File: src/rtl/riscv_pkg.sv
// RV M-extension operation encoding and the multiply/divide FSM state type.
package riscv_pkg;

  typedef enum logic [2:0] {
    F3_MUL    = 3'b000,
    F3_MULH   = 3'b001,
    F3_MULHSU = 3'b010,
    F3_MULHU  = 3'b011,
    F3_DIV    = 3'b100,
    F3_DIVU   = 3'b101,
    F3_REM    = 3'b110,
    F3_REMU   = 3'b111
  } f3_muldiv_t;

  typedef enum logic [1:0] {
    IDLE = 2'd0,
    MUL  = 2'd1,
    DIV  = 2'd2,
    DONE = 2'd3
  } muldiv_state_t;

endpackage

File: src/rtl/tartaruga_pkg.sv
// XLEN-generic constants shared by the tartaruga core blocks.
package tartaruga_pkg;

  localparam int XLEN_DEFAULT  = 32;
  localparam int TAG_W_DEFAULT = 5;

  // Width of a counter that walks one iteration per operand bit.
  function automatic int cnt_width(input int xlen);
    return $clog2(xlen);
  endfunction

endpackage

File: src/rtl/riscv_muldiv_iter.sv
// Shared radix-2 iteration datapath: shift-add multiply and, with
// RISCV_MULDIV_DIV_EN defined, restoring divide on the same hi/lo registers.
module riscv_muldiv_iter #(
  parameter int XLEN = 32
) (
  input  logic            clk,
  input  logic            rstn,
  input  logic            load,
  input  logic            step,
`ifdef RISCV_MULDIV_DIV_EN
  input  logic            div_mode,
`endif
  input  logic [XLEN-1:0] load_hi,
  input  logic [XLEN-1:0] load_lo,
  input  logic [XLEN-1:0] load_opnd,
  output logic [XLEN-1:0] hi,
  output logic [XLEN-1:0] lo
);

  logic [XLEN-1:0] opnd;
  logic [XLEN:0]   sum;
  logic [XLEN-1:0] hi_next;
  logic [XLEN-1:0] lo_next;
`ifdef RISCV_MULDIV_DIV_EN
  logic [XLEN:0]   shifted;
  logic [XLEN:0]   diff;
`endif

  // Multiply: add multiplicand when lo[0] is set, then shift {carry,hi,lo} right.
  // Divide: shift the dividend MSB into the remainder and keep it if the trial
  // subtraction does not borrow.
  always_comb begin
    sum     = {1'b0, hi} + ({1'b0, opnd} & {(XLEN+1){lo[0]}});
    hi_next = sum[XLEN:1];
    lo_next = {sum[0], lo[XLEN-1:1]};
`ifdef RISCV_MULDIV_DIV_EN
    shifted = {hi, lo[XLEN-1]};
    diff    = shifted - {1'b0, opnd};
    if (div_mode) begin
      hi_next = diff[XLEN] ? shifted[XLEN-1:0] : diff[XLEN-1:0];
      lo_next = {lo[XLEN-2:0], ~diff[XLEN]};
    end
`endif
  end

  always_ff @(posedge clk or negedge rstn) begin
    if (!rstn) begin
      hi   <= '0;
      lo   <= '0;
      opnd <= '0;
    end else if (load) begin
      hi   <= load_hi;
      lo   <= load_lo;
      opnd <= load_opnd;
    end else if (step) begin
      hi <= hi_next;
      lo <= lo_next;
    end
  end

endmodule

File: src/rtl/riscv_muldiv.sv
// Iterative RV M-extension unit: FSM, sign handling and handshake around the
// shared iteration datapath. Divider present only with RISCV_MULDIV_DIV_EN.
module riscv_muldiv
  import riscv_pkg::*;
#(
  parameter int XLEN  = tartaruga_pkg::XLEN_DEFAULT,
  parameter int TAG_W = tartaruga_pkg::TAG_W_DEFAULT
) (
  input  logic             clk_i,
  input  logic             rstn_i,
  input  logic             valid_i,
  output logic             ready_o,
  input  logic [2:0]       funct3_i,
  input  logic [XLEN-1:0]  rs1_i,
  input  logic [XLEN-1:0]  rs2_i,
  input  logic [TAG_W-1:0] tag_i,
  input  logic             kill_i,
  output logic             valid_o,
  input  logic             ready_i,
  output logic [XLEN-1:0]  result_o,
  output logic [TAG_W-1:0] tag_o
);

  localparam int CNT_W = tartaruga_pkg::cnt_width(XLEN);
  localparam logic [CNT_W-1:0] LAST_STEP = CNT_W'(XLEN - 1);

  muldiv_state_t    state, state_next;
  f3_muldiv_t       op_in, op_q;
  logic [CNT_W-1:0] cnt;
  logic [TAG_W-1:0] tag_q;
  logic             neg_q;
  logic             accept, is_mul_in, div_signed, signed_a, signed_b;
  logic             a_neg, b_neg, neg_in, special_in;
  logic             iter_step;
  logic [XLEN-1:0]  mag1, mag2, load_hi, load_lo, load_opnd, hi, lo;
  logic [2*XLEN-1:0] prod, prod_fix;

  assign op_in      = f3_muldiv_t'(funct3_i);
  assign is_mul_in  = ~funct3_i[2];
  assign div_signed = (op_in == F3_DIV) || (op_in == F3_REM);
  assign signed_a   = is_mul_in ? (op_in != F3_MULHU) : div_signed;
  assign signed_b   = is_mul_in ? ((op_in == F3_MUL) || (op_in == F3_MULH)) : div_signed;
  assign a_neg      = signed_a & rs1_i[XLEN-1];
  assign b_neg      = signed_b & rs2_i[XLEN-1];
  assign mag1       = a_neg ? -rs1_i : rs1_i;
  assign mag2       = b_neg ? -rs2_i : rs2_i;
  // Remainders follow the dividend's sign; everything else takes the XOR.
  assign neg_in     = (!is_mul_in && funct3_i[1]) ? a_neg : (a_neg ^ b_neg);
  assign accept     = valid_i && ready_o && !kill_i;

`ifdef RISCV_MULDIV_DIV_EN
  localparam logic [XLEN-1:0] XMIN = {1'b1, {(XLEN-1){1'b0}}};
  logic div_zero, div_ovf, special_q;
  assign div_zero   = (rs2_i == '0);
  assign div_ovf    = div_signed && (rs1_i == XMIN) && (rs2_i == '1);
  assign special_in = !is_mul_in && (div_zero || div_ovf);
`else
  assign special_in = !is_mul_in;
`endif

  // Special-case divides preload their final answer so DONE can show it unchanged.
  always_comb begin
    load_hi   = '0;
    load_lo   = mag2;
    load_opnd = mag1;
    if (!is_mul_in) begin
`ifdef RISCV_MULDIV_DIV_EN
      load_lo   = mag1;
      load_opnd = mag2;
      if (div_zero) begin
        load_hi = rs1_i;
        load_lo = '1;
      end else if (div_ovf) begin
        load_lo = XMIN;
      end
`else
      load_lo = '0;
`endif
    end
  end

  always_ff @(posedge clk_i or negedge rstn_i) begin
    if (!rstn_i) state <= IDLE;
    else         state <= state_next;
  end

  always_comb begin
    state_next = state;
    case (state)
      IDLE:     if (accept) state_next = is_mul_in ? MUL : (special_in ? DONE : DIV);
      MUL, DIV: if (cnt == LAST_STEP) state_next = DONE;
      DONE:     if (ready_i) state_next = IDLE;
      default:  state_next = IDLE;
    endcase
    if (kill_i) state_next = IDLE;
  end

  always_comb begin
    ready_o   = 1'b0;
    valid_o   = 1'b0;
    iter_step = 1'b0;
    case (state)
      IDLE:     ready_o   = 1'b1;
      MUL, DIV: iter_step = 1'b1;
      DONE:     valid_o   = 1'b1;
      default:  ;
    endcase
  end

  always_ff @(posedge clk_i or negedge rstn_i) begin
    if (!rstn_i) begin
      cnt   <= '0;
      op_q  <= F3_MUL;
      neg_q <= 1'b0;
      tag_q <= '0;
`ifdef RISCV_MULDIV_DIV_EN
      special_q <= 1'b0;
`endif
    end else begin
      if (accept) begin
        cnt   <= '0;
        op_q  <= op_in;
        neg_q <= neg_in;
        tag_q <= tag_i;
`ifdef RISCV_MULDIV_DIV_EN
        special_q <= special_in;
`endif
      end else if (iter_step) begin
        cnt <= cnt + CNT_W'(1);
      end
      if (kill_i) cnt <= '0;
    end
  end

  riscv_muldiv_iter #(.XLEN(XLEN)) u_iter (
    .clk       (clk_i),
    .rstn      (rstn_i),
    .load      (accept),
    .step      (iter_step),
`ifdef RISCV_MULDIV_DIV_EN
    .div_mode  (state == DIV),
`endif
    .load_hi   (load_hi),
    .load_lo   (load_lo),
    .load_opnd (load_opnd),
    .hi        (hi),
    .lo        (lo)
  );

  assign prod     = {hi, lo};
  assign prod_fix = neg_q ? -prod : prod;
  assign tag_o    = tag_q;

  always_comb begin
    result_o = '0;
    case (op_q)
      F3_MUL:                       result_o = prod_fix[XLEN-1:0];
      F3_MULH, F3_MULHSU, F3_MULHU: result_o = prod_fix[2*XLEN-1:XLEN];
`ifdef RISCV_MULDIV_DIV_EN
      F3_DIV, F3_DIVU:              result_o = (neg_q && !special_q) ? -lo : lo;
      F3_REM, F3_REMU:              result_o = (neg_q && !special_q) ? -hi : hi;
`endif
      default:                      result_o = '0;
    endcase
  end

endmodule

File: config.mk
export PLATFORM = sky130hd
export DESIGN_NAME = riscv_muldiv
export DESIGN_NICKNAME = d
export VERILOG_FILES = /design/src/rtl/riscv_pkg.sv /design/src/rtl/tartaruga_pkg.sv /design/src/rtl/riscv_muldiv_iter.sv /design/src/rtl/riscv_muldiv.sv
export SDC_FILE = /design/constraint.sdc
export NUM_CORES = 1
export LEC_CHECK = 0
export ABC_AREA = 1
export CORE_MARGIN = 2
export CORE_UTILIZATION = 50
export DETAILED_ROUTE_END_ITERATION = 12
export GPL_ROUTABILITY_DRIVEN = 0
export GPL_TIMING_DRIVEN = 0
export PLACE_DENSITY_LB_ADDON = 0.3
export SYNTH_ARGS = -nofsm -noshare
export SYNTH_HDL_FRONTEND = slang
export SYNTH_SLANG_ARGS = --single-unit
File: constraint.sdc
create_clock -name clk_i -period 3.6 [get_ports clk_i]
set_clock_uncertainty 0.05 [all_clocks]
set_input_delay 0.72 -clock clk_i [delete_from_list [all_inputs] [get_ports clk_i]]
set_output_delay 0.72 -clock clk_i [all_outputs]
set_load 0.01 [all_outputs]
==> results.py <==
metrics = {
    "status": {
        "outcome": "finished, final reports clean",
    },
    "logic_synthesis": {
        "yosys_warnings": 0,
        "synth_commonest_cells": "nand2_1, nor2_1, inv_1, nand3_1, dfrtp_1",
        "synth-async-reset-ratio": 1.00,
        "syn-num-nets": 2194,
        "mappedNetlistArea_sq_mm": 0.0117,
        "yosysUniqueCellTypes": 43,
        "synthFlopType": "dfrtp_1",
        "synth_area_leaders": "nand2_1, dfrtp_1, nor2_1",
        "ys_ff_latch": 112,
        "avgSynthCellArea_sq_um": 5.61,
        "synth_edf_count": 0,
        "yosysMostFrequentCell": "nand2_1",
        "yosys.area.top_type": "nand2_1",
        "synthCells": 2077,
        "synth_top_area_frac": 0.248,
        "ys_seq_area_frac": 0.240,
    },
    "placed_design": {
        "dp_hpwl_um": 33300,
        "numPortBuffers": 115,
    },
    "sta": {
        "slew_viol_final": 0,
        "fin_crit_sh": 0.993,
        "hold_ws_ps": 300,
        "period_needed_ps": 3580,
        "rsz0062_at_grt": "true",
        "worstMarginPinSlew_ps": 739,
        "fmax_ghz": 0.280,
        "finalHoldViolCount": 0,
        "setup_violations": 0,
        "slew_headroom": 0.507,
        "tns_ps": 0,
    },
    "critical_path": {
        "end_kind": "output pin",
        "crit_type": "reg2out",
        "worstSetupStartpointType": "flip-flop",
        "cp.required_ps": 2830,
        "worstRegToRegCells": 15,
        "rrSetupSlack_ps": 600,
        "worstPathMaxFanout": 10,
        "arrival_ps": 2810,
    },
    "detailed_routing": {
        "drt-pass1-iter-count": 6,
        "drtAntennaViolNets": 0,
        "drt_iter0_markers": 1845,
        "wl_per_cell_um": 16.3,
        "detail_route.wirelength_um": 41100,
        "post_drt_via_cell_ratio": 5.64,
        "post-route-drc-count": 0,
        "vias": 14221,
    },
    "clocking": {
        "cts_hold_buffers": 0,
        "clk_latency_ps": 360,
        "cts_tree": "built",
        "numClockSinks": 112,
        "cts_buffers": 9,
        "htree_levels": 3,
        "cts-root-buf": "clkbuf_16",
        "clockBufferDepth": 2,
        "path_clk_slew_ps": 70,
    },
    "grt": {
        "grt_pass1_vias": 12901,
        "grt_pass1_wl_um": 65500,
        "met2_usage": 0.500,
        "antenna_found_initial": 0,
        "grt_max_degree": 69,
        "grt_use_met1": 0.489,
        "grt_use_total": 0.339,
        "grt.busiest_layer": "met2",
        "grt_util_met3": 0.0573,
        "overflow": 0,
    },
    "power_and_ir_drop": {
        "finalPower_w": 0.00969,
        "combPwrFrac": 0.647,
        "p_switching_w": 0.00521,
        "leakage_nw": 7.16,
        "internal_power_w": 0.00448,
        "switching_share": 0.538,
        "vdd_drop_max_v": 0.000371,
        "p_clk_frac": 0.103,
        "powerDensity_mw_per_mm2": 712,
        "pwr-share-seq": 0.250,
    },
    "min_path": {
        "min_path_type": "in2async",
    },
    "job": {
        "cap_viol_max_count": 0,
    },
    "die": {
        "initial_utilization": 0.512,
        "dieArea_sq_mm": 0.0246,
        "die_h_um": 157,
        "die_x_um": 157,
        "rows": 55,
        "coreArea_sq_mm": 0.0228,
        "io_pins": 116,
    },
    "layout": {
        "diodes": 0,
        "num-nets-final": 2322,
        "drive_gt1_frac": 0.0462,
        "syn_to_final_growth_pct": 16.8,
        "fillers": 2307,
    },
}
## repair_timing
action,4_1_cts,5_1_grt
setup endpoints to repair,7,16
gates resized for setup,6,29
pin swaps,2,1
setup buffers,0,1
## logic make-up (layout without fill, tap and decap cells)
family                   after synthesis  in the layout  synth area share
flip-flops                           112            112             0.240
AO/OA/AOI/OAI                        232            232             0.109
buffers and inverters                329            462             0.111
AND/OR/NAND/NOR                     1332           1332             0.472
XOR/XNOR                              32             32            0.0240
adder cells (fa/ha/maj)               40             40            0.0436
## per-layer routing
layer,up-vias,share of wire
met1,6382,0.43
met3,137,0.12
met5,-,0
met2,878,0.41
li1,6824,-
met4,0,0.041
## sequential cells by signal (all words and copies together), names as in the netlist
signal / flops
tag_o: 5
op_q: 3
state: 2
neg_q: 1
u_iter.lo: 32
cnt: 5
u_iter.opnd: 32
u_iter.hi: 32
## cells in the final DEF (no fill, tap or decap), types with 10 or more instances in the layout
master / synthesis / routed
a21oi_1: 74 / 74
buf_2: 16 / 16
clkbuf_1: 24 / 23
clkdlybuf4s50_1: 0 / 107
dfrtp_1: 112 / 110
ha_1: 39 / 38
inv_1: 267 / 267
nand2_1: 770 / 767
nand2_2: 10 / 12
nand3_1: 201 / 200
nand3b_1: 10 / 10
nand4_1: 23 / 23
nor2_1: 274 / 265
nor2_2: 6 / 14
nor3_1: 15 / 14
o21ai_0: 99 / 96
o21ai_1: 14 / 17
o22ai_1: 11 / 11
xor2_1: 24 / 24
## through the flow
| stage | setup WS (ps) | utilization | instance area, sq um | instances |
|---|---|---|---|---|
| after global placement | -2520 | 0.580 | 13200 | 2505 |
| after floorplan | 1150 | - | 11700 | 2077 |
| after global routing | -30.5 | 0.598 | 13600 | 2523 |
| final | 23.7 | 0.598 | 13600 | 2523 |
| after CTS | 5.23 | 0.594 | 13500 | 2522 |
| after detailed placement | 246 | 0.581 | 13200 | 2506 |
## final timing paths
check	from	endpoint
worst max-delay path	neg_q	result_o[17]
worst min-delay path	rstn_i	cnt[1]
worst max register to register	u_iter.lo[0]	u_iter.hi[13]
worst min register to register	tag_o[2]	tag_o[2]
max in group asynchronous	rstn_i	u_iter.lo[12]
min in group clk_i	tag_o[2]	tag_o[2]
## power groups by stage
stage | sequential [W] | clock, W | combinational (W)
finish | 0.00242 | 0.000994 | 0.00627
global route | 0.00247 | 0.00105 | 0.00690
CTS | 0.00237 | 0.000997 | 0.00602
detailed placement | 0.00239 | 0 | 0.00600
global placement | 0.00239 | 0 | 0.00588
floorplan | 0.00217 | 0 | 0.00397
## worst max-delay path, cell delays in order, from the launching register on
cell and delay, ps:
dfrtp_1 320, buf_2 220, clkinv_1 360, clkbuf_2 400
o21ai_0 260, nand3_1 170, nand2_1 170, clkdlybuf4s50_1 550
## layout make-up
| cell class | count | area (sq um) | share of cell area |
|---|---|---|---|
| flip-flops and latches | 112 | 2810 | 0.206 |
| well taps | 313 | 392 | 0.0288 |
| clock inverters | 5 | 38.8 | 0.00285 |
| multi-input cells | 1636 | 7630 | 0.561 |
| repair buffers | 117 | 1200 | 0.0880 |
| clock buffers | 11 | 253 | 0.0186 |
| plain buffers | 52 | 253 | 0.0186 |
| inverters | 277 | 1040 | 0.0764 |
(Power assumes the default switching activity.)
